## src/rtl/div_pkg.sv

```systemverilog
// div_pkg: shared types and constants for the axis_int_divider core
package div_pkg;
  localparam int DATA_W = 32;
  typedef enum logic [1:0] {IDLE, CALC, FIX, DONE} state_t;
  localparam int DIV_ITERS = 32;
  localparam int DIV_LATENCY = 34;
  localparam logic [31:0] DBZ_QUOT = 32'hFFFF_FFFF;
  localparam logic [31:0] INT_MIN = 32'h8000_0000;
endpackage

```

## src/rtl/div_step.sv

```systemverilog
// div_step: one combinational restoring radix-2 division iteration
module div_step #(
  parameter int W = 32
) (
  input  logic [W-1:0] rem,
  input  logic [W-1:0] dvs,
  input  logic         nb,
  output logic [W-1:0] rem_n,
  output logic         qb
);
  logic [W:0] sh, diff;
  assign sh = {rem, nb};
  assign diff = sh - {1'b0, dvs};
  assign qb = ~diff[W];
  assign rem_n = qb ? diff[W-1:0] : sh[W-1:0];
endmodule

```

## src/rtl/axis_int_divider.sv

```systemverilog
// axis_int_divider: iterative signed divider, fixed latency; DIVIDER_DBZ_FLAG_EN adds m_axis_dout_tuser
module axis_int_divider
  import div_pkg::*;
#(
  parameter int DATA_W = div_pkg::DATA_W
) (
  input  logic                  aclk,
  input  logic                  aresetn,
  input  logic                  s_axis_dividend_tvalid,
  input  logic [DATA_W-1:0]     s_axis_dividend_tdata,
  input  logic                  s_axis_divisor_tvalid,
  input  logic [DATA_W-1:0]     s_axis_divisor_tdata,
  output logic                  m_axis_dout_tvalid,
  output logic [2*DATA_W-1:0]   m_axis_dout_tdata
`ifdef DIVIDER_DBZ_FLAG_EN
  ,
  output logic                  m_axis_dout_tuser
`endif
);
  localparam int CW = $clog2(DATA_W);
  state_t state, state_n;
  logic [CW-1:0] cnt;
  logic [DATA_W-1:0] dvd, dvs, rem, raw, rem_n, abs_a, abs_b, q_fix, r_fix;
  logic qb, qneg, rneg, dbz, dbz_out, accept;
  logic [DATA_W-1:0] a, b;
  assign a = s_axis_dividend_tdata;
  assign b = s_axis_divisor_tdata;
  assign accept = s_axis_dividend_tvalid && s_axis_divisor_tvalid;
  assign abs_a = a[DATA_W-1] ? -a : a;
  assign abs_b = b[DATA_W-1] ? -b : b;
  assign q_fix = dbz ? '1 : qneg ? -dvd : dvd;
  assign r_fix = dbz ? raw : rneg ? -rem : rem;
  div_step #(.W(DATA_W)) u_step (
    .rem  (rem),
    .dvs  (dvs),
    .nb   (dvd[DATA_W-1]),
    .rem_n(rem_n),
    .qb   (qb)
  );
  // next state: accept only in IDLE, leave CALC once the last step is taken
  always_comb begin
    state_n = state;
    state_n = state == IDLE ? (accept ? CALC : IDLE) :
              state == CALC ? (cnt == '0 ? FIX : CALC) :
              state == FIX  ? DONE : IDLE;
  end
  // state register
  always_ff @(posedge aclk or negedge aresetn)
    if (!aresetn) state <= IDLE;
    else state <= state_n;
  // operand capture and iteration; dvd shifts dividend bits out and quotient bits in
  always_ff @(posedge aclk or negedge aresetn) begin
    if (!aresetn) begin
      dvd <= '0;
      dvs <= '0;
      rem <= '0;
      raw <= '0;
      cnt <= '0;
      qneg <= 1'b0;
      rneg <= 1'b0;
      dbz <= 1'b0;
    end else if (state == IDLE && accept) begin
      dvd <= abs_a;
      dvs <= abs_b;
      rem <= '0;
      raw <= a;
      cnt <= CW'(DATA_W - 1);
      qneg <= a[DATA_W-1] ^ b[DATA_W-1];
      rneg <= a[DATA_W-1];
      dbz <= b == '0;
    end else if (state == CALC) begin
      rem <= rem_n;
      dvd <= {dvd[DATA_W-2:0], qb};
      cnt <= cnt - 1'b1;
    end
  end
  // result register: written in FIX, held until the next result
  always_ff @(posedge aclk or negedge aresetn) begin
    if (!aresetn) begin
      m_axis_dout_tvalid <= 1'b0;
      m_axis_dout_tdata <= '0;
      dbz_out <= 1'b0;
    end else begin
      m_axis_dout_tvalid <= state == FIX;
      if (state == FIX) begin
        m_axis_dout_tdata <= {q_fix, r_fix};
        dbz_out <= dbz;
      end
    end
  end
`ifdef DIVIDER_DBZ_FLAG_EN
  assign m_axis_dout_tuser = dbz_out;
`else
  logic unused_dbz_out;
  assign unused_dbz_out = dbz_out;
`endif
endmodule

```

## config.mk

```make
export PLATFORM = sky130hd
export DESIGN_NAME = axis_int_divider
export DESIGN_NICKNAME = d
export VERILOG_FILES = /design/src/rtl/div_pkg.sv /design/src/rtl/div_step.sv /design/src/rtl/axis_int_divider.sv
export SDC_FILE = /design/constraint.sdc
export NUM_CORES = 1
export LEC_CHECK = 0
export ABC_AREA = 1
export BUFFER_PORTS_ARGS = -buffer_cell sky130_fd_sc_hd__buf_2
export CAP_MARGIN = 5
export CORE_MARGIN = 2
export CORE_UTILIZATION = 60
export CTS_CLUSTER_SIZE = 16
export DETAILED_ROUTE_END_ITERATION = 16
export PLACE_DENSITY = 0.87
export SYNTH_ARGS = -nofsm -noshare
export SYNTH_HDL_FRONTEND = slang
export SYNTH_SLANG_ARGS = --single-unit
```

## constraint.sdc

```tcl
create_clock -name aclk -period 3 [get_ports aclk]
set_input_delay 0.6 -clock aclk [delete_from_list [all_inputs] [get_ports aclk]]
set_output_delay 0.6 -clock aclk [all_outputs]
set_load 0.01 [all_outputs]
```

# ---- Yosys cells after proc, flatten, opt, wreduce, memory -nomap -nowiden
# Index checks and enable logic that the tools add are counted.
dict set report op_classes {
  n_addsub 6
  n_eq_ne 2
  n_mux 18
  bitwise_logic 2
  n_reduce_logical 6
}
# op n
set ops {}
lappend ops {{32-bit 2-to-1 mux} 11}
lappend ops {{32-bit negator} 4}
lappend ops {{33-bit by 32-bit subtractor with 33-bit output} 1}
lappend ops {{32-bit zero test} 1}
lappend ops {{5-bit 2-to-1 mux} 2}
lappend ops {{2-bit 2-to-1 mux} 4}
lappend ops {{5-bit zero test} 1}
lappend ops {{5-bit by 1-bit subtractor with 5-bit output (second input constant)} 1}
lappend ops {{2-bit by 1-bit == test with 1-bit output (second input constant)} 1}
lappend ops {{2-bit == test (second input constant)} 1}
lappend ops {{1-bit logical AND} 2}
lappend ops {{2-bit zero test} 1}
lappend ops {{2-bit nonzero test} 1}
lappend ops {{1-bit 2-to-1 mux} 1}
lappend ops {{1-bit inverter} 1}
lappend ops {{1-bit XOR} 1}
dict set report totals {
  ff_bits 203
  in_bits 68
  out_inout_bits 65
  wordCells 45
}

# ---- Depth between registers and ports, before layout
dict set report depth {
  depth_word 4
  mapped_depth 18
}

# ---- Hierarchy
# From an unflattened synthesis, not the netlist that was laid out.
dict set report unflattened {
  cells_unflattened 2349
  hier_area_um2 15001.9
}
# module instances cells_per_inst area_per_inst_um2
set by_module_without_submodules {}
lappend by_module_without_submodules {axis_int_divider 1 1669 11851.4}
lappend by_module_without_submodules {div_step 1 680 3150.5}

# ---- Worst setup path before layout
# No wires, ideal clock.
dict set report synth_timing {
  path_type {register -> register}
  start {reg dvd[31]}
  end {reg rem[8]}
  arrival_time_ns 2.069
  setup_slack_ns 0.813
  path_stages_with_launch 19
  path_buffers 1
  path_cell_list {dfrtp_1 inv_1 ha_1 fa_1 inv_1 nand2_1 nand2_1 nand3_1 nand2_2 nand2_1 nand2_2 nand2_4 nand2_4 nand2_4 nand2_4 buf_6 nand2_1 nand3_1 nand2_1}
}
dict set report synth_between {
  elab_chain_cells 4
}
# item line
set synth_rtl {}
lappend synth_rtl {{from (decl)} axis_int_divider.sv:23} ;# logic [DATA_W-1:0] dvd, dvs, rem, raw, rem_n, abs_a, abs_b, q_fix, r_fix;
lappend synth_rtl {{from (signal assigned)} axis_int_divider.sv:63} ;# dvd <= abs_a;
lappend synth_rtl {{from (signal assigned)} axis_int_divider.sv:73} ;# dvd <= {dvd[DATA_W-2:0], qb};
lappend synth_rtl {{33-bit by 32-bit subtractor with 33-bit output} div_step.sv:13} ;# assign diff = sh - {1'b0, dvs};
lappend synth_rtl {{32-bit 2-to-1 mux} div_step.sv:15} ;# assign rem_n = qb ? diff[W-1:0] : sh[W-1:0];
lappend synth_rtl {{32-bit 2-to-1 mux} axis_int_divider.sv:71} ;# end else if (state == CALC) begin
lappend synth_rtl {{32-bit 2-to-1 mux} axis_int_divider.sv:62} ;# end else if (state == IDLE && accept) begin
lappend synth_rtl {{to (signal assigned)} axis_int_divider.sv:72} ;# rem <= rem_n;
lappend synth_rtl {{to (decl)} axis_int_divider.sv:23}
# Every way passes these cells. The select of a mux whose other input is x is not followed.
# A chain may end at the register's enable or synchronous reset.

# ---- Worst setup path after layout
dict set report layout_timing {
  start {reg dvd[31]}
  end {reg rem[17]}
}
# Same word-level chain as after synthesis.

==> impl_metrics.yaml <==
outcome:
  status: "finished, final reports clean"
timing:
  setup_tns_ps: 0
  hold_viol: 0
  period_needed_ps: 2600
  fmax_mhz: 385
  slew_headroom: 0.532
  finalWorstSetupSlack_ps: 404
  rsz0062_at_grt: "no"
  finClkSkew_ps: 36.5
  worst_pin_slew_ps: 695
  setup_viol: 0
  fin_crit_sh: 0.865
  slew_violations: 0
yosys:
  synth-warning-count: 0
  synth_top_area_cell: "dfrtp_1"
  synth_ff_type: "dfrtp_1"
  synth_top_area_frac: 0.344
  syn-num-nets: 2374
  synth_cells: 2267
  synth_area_mm2: 0.0147
  ys_seq_area_frac: 0.344
  yosysUniqueCellTypes: 50
  synth-async-reset-ratio: 1.00
  synth-edff-count: 0
  avgSynthCellArea_um2: 6.47
  synth.ff_latch_count: 202
  synth_top_cells_by_area: "dfrtp_1, nand2_1, inv_1"
placed_design:
  hpwl_mm: 38.6
  port_buffers: 132
  dp_slack_ps: 385
  gp_congestion: 1.01
global_routing:
  use_met1: 0.534
  met2_usage: 0.617
  use_met3: 0.0695
  grt_usage: 0.390
  grt_pass1_vias: 14900
  grt.busiest_layer: "met2"
  grt_max_degree: 59
  antenna_found_initial: 1
  grt-ovfl-total: 0
  grt_pass1_wl_mm: 79.7
setup_path:
  cp_num_buf_inv: 3
  crit_fanout: 14
  startpoint_type: "flip-flop"
  crit_type: "reg2reg"
  crit_required_ps: 3400
  cp-end-kind: "flip-flop"
  cp_top_family: "simple AND/OR/NAND/NOR gates"
  slowest_stage: "fa_1"
  worstPathArrival_ps: 3000
  path_common_cell: "nand2_1"
  worstSetupStartpoint: "dvd[31]"
  crit_chain: "inv_1 > ha_1 > fa_1 > inv_1 > nand2_1 > nand2_1 > nand3_1 > nand2_2 > nand2_1 > nand2_2 > nand2_4 > nand3_4 > buf_4 > nand3_1 > nand3_1 > nand2_1"
  r2r_start: "dvd[31]"
  max_stage_delay_ps: 410
floorplanning:
  core_mm2: 0.0242
  ios: 133
  die_area_mm2: 0.0257
  die_h_um: 160
  rows: 57
  start_util: 0.607
  die_w_um: 160
clock_network:
  numCtsBuffers: 24
  cts_resized: 0
  clock-sinks: 202
  postCtsSetupRepairBufs: 0
  htreeDepth: 1
  path_clk_slew_ps: 60
  cts_max_path_buffers: 3
  clock_latency_ps: 540
  root_buffer: "clkbuf_16"
  cts_tree: "yes"
detailed_routing:
  viasPerCell: 5.86
  wirelength_mm: 50.6
  postRouteAntennaNets: 0
  drc: 0
  dr_total_vias: 16000
  wire_per_inst_um: 18.6
  dr.pass1.iters: 9
  drt_iter0_markers: 1967
min_path:
  min_from: "s_axis_dividend_tdata[4]"
  hp-class: "in2reg"
pwr:
  peakVddDrop_uv: 598
  leakagePower_nw: 8.58
  powerDensity_mw_per_mm2: 1060
  power_mw: 17.5
flow_run:
  drv_cap: 0
cells_and_area:
  area_delta_synth_final_pct: 12.7
  nNetsFinal: 2491
  drive_above_1_share: 0.104
  post-route-util: 0.684
==> synthesized netlist by cell type, drive strengths merged (6+ instances only) <==
| cell type | count |
|---|---|
| nand2 | 689 |
| inv | 325 |
| nand3 | 234 |
| nor2 | 233 |
| dfrtp | 202 |
| o21ai | 144 |
| a21oi | 82 |
| clkbuf | 51 |
| nor3 | 39 |
| ha | 38 |
| nand4 | 35 |
| xor2 | 35 |
| buf | 22 |
| a31oi | 19 |
| o211ai | 16 |
| o22ai | 16 |
| xnor2 | 16 |
| or2 | 12 |
| nand3b | 11 |
| o21bai | 9 |
| a22oi | 6 |
==> logic make-up after synthesis <==
family,count (synthesis),synth area share
buffers and inverters,399,0.104
xor gates and xnor gates,51,0.0304
adders and majority gates,39,0.0338
DFF,202,0.344
and+or+nand+nor,1264,0.367
AOI/OAI and AO/OA,312,0.121
==> through the flow <==
stage / hold slack [ps] / std cells / instance area [um2]
after global placement: 456 / 2681 / 15700
after CTS: 321 / 2726 / 16500
after floorplan: 304 / 2267 / 14700
after detailed placement: 461 / 2681 / 15700
after global routing: 355 / 2726 / 16500
final: 350 / 2727 / 16500
==> repair_timing <==
action | CTS | global route
endpoints found under the setup margin | 0 | 0
hold endpoints to repair | 8 | 0
hold buffers | 1 | 0
==> layer usage <==
layer / up-vias / wire [um] / part of all wire
met4: 2 / 2190 / 0.043
met5: - / 9 / 0.00018
li1: 7529 / - / -
met3: 167 / 4690 / 0.093
met2: 913 / 22800 / 0.45
met1: 7370 / 20900 / 0.41
==> power by group <==
group / switching, mW / leakage, nW / internal [mW]
clock network: 1.23 / 0.406 / 1.74
registers: 1.01 / 2.34 / 3.64
logic: 6.59 / 5.84 / 3.25
==> state kept, by name, indices dropped and copies added, names as in the netlist <==
signal and cells:
m_axis_dout_tvalid 1, m_axis_dout_tdata 64, cnt 5, dvs 32, qneg 1, dbz 1
dvd 32, raw 32, state 2, rem 32
==> final cells by class <==
class,instances,area (um2)
Sequential cell,202,5050
Inverter,326,1220
Antenna cell,1,2.50
Clock inverter,11,110
Multi-Input combinational cell,1666,8110
Clock buffer,33,704
Fill cell,2108,7630
Timing Repair Buffer,164,937
Tap cell,324,405
==> worst min-delay path: stages <==
cell,delay [ps]
buf_2,120
nand2_1,80
nand2_1,60
==> placed cells by master, fill, tap and decap left out, types with 29 or more instances in the layout <==
cell type / Yosys / final
ha_1: 38 / 38
dfrtp_1: 202 / 202
o21ai_0: 140 / 140
inv_1: 316 / 316
nand3_1: 232 / 232
nor3_1: 34 / 34
nand2_1: 682 / 682
nor2_1: 227 / 227
a21oi_1: 80 / 80
nand4_1: 35 / 35
xor2_1: 35 / 35
buf_4: 0 / 29
buf_2: 9 / 131
==> final timing paths <==
check,to,slack (ps),depth (start not counted)
setup reg to reg,rem[17],400,16
min in group asynchronous,rem[29],570,2
hold / removal,raw[4],350,3
setup / recovery,rem[17],400,16
hold reg to reg,m_axis_dout_tdata[28],470,2
max in group asynchronous,rem[2],1660,3
No activity file was read; power rests on OpenSTA's default activity.
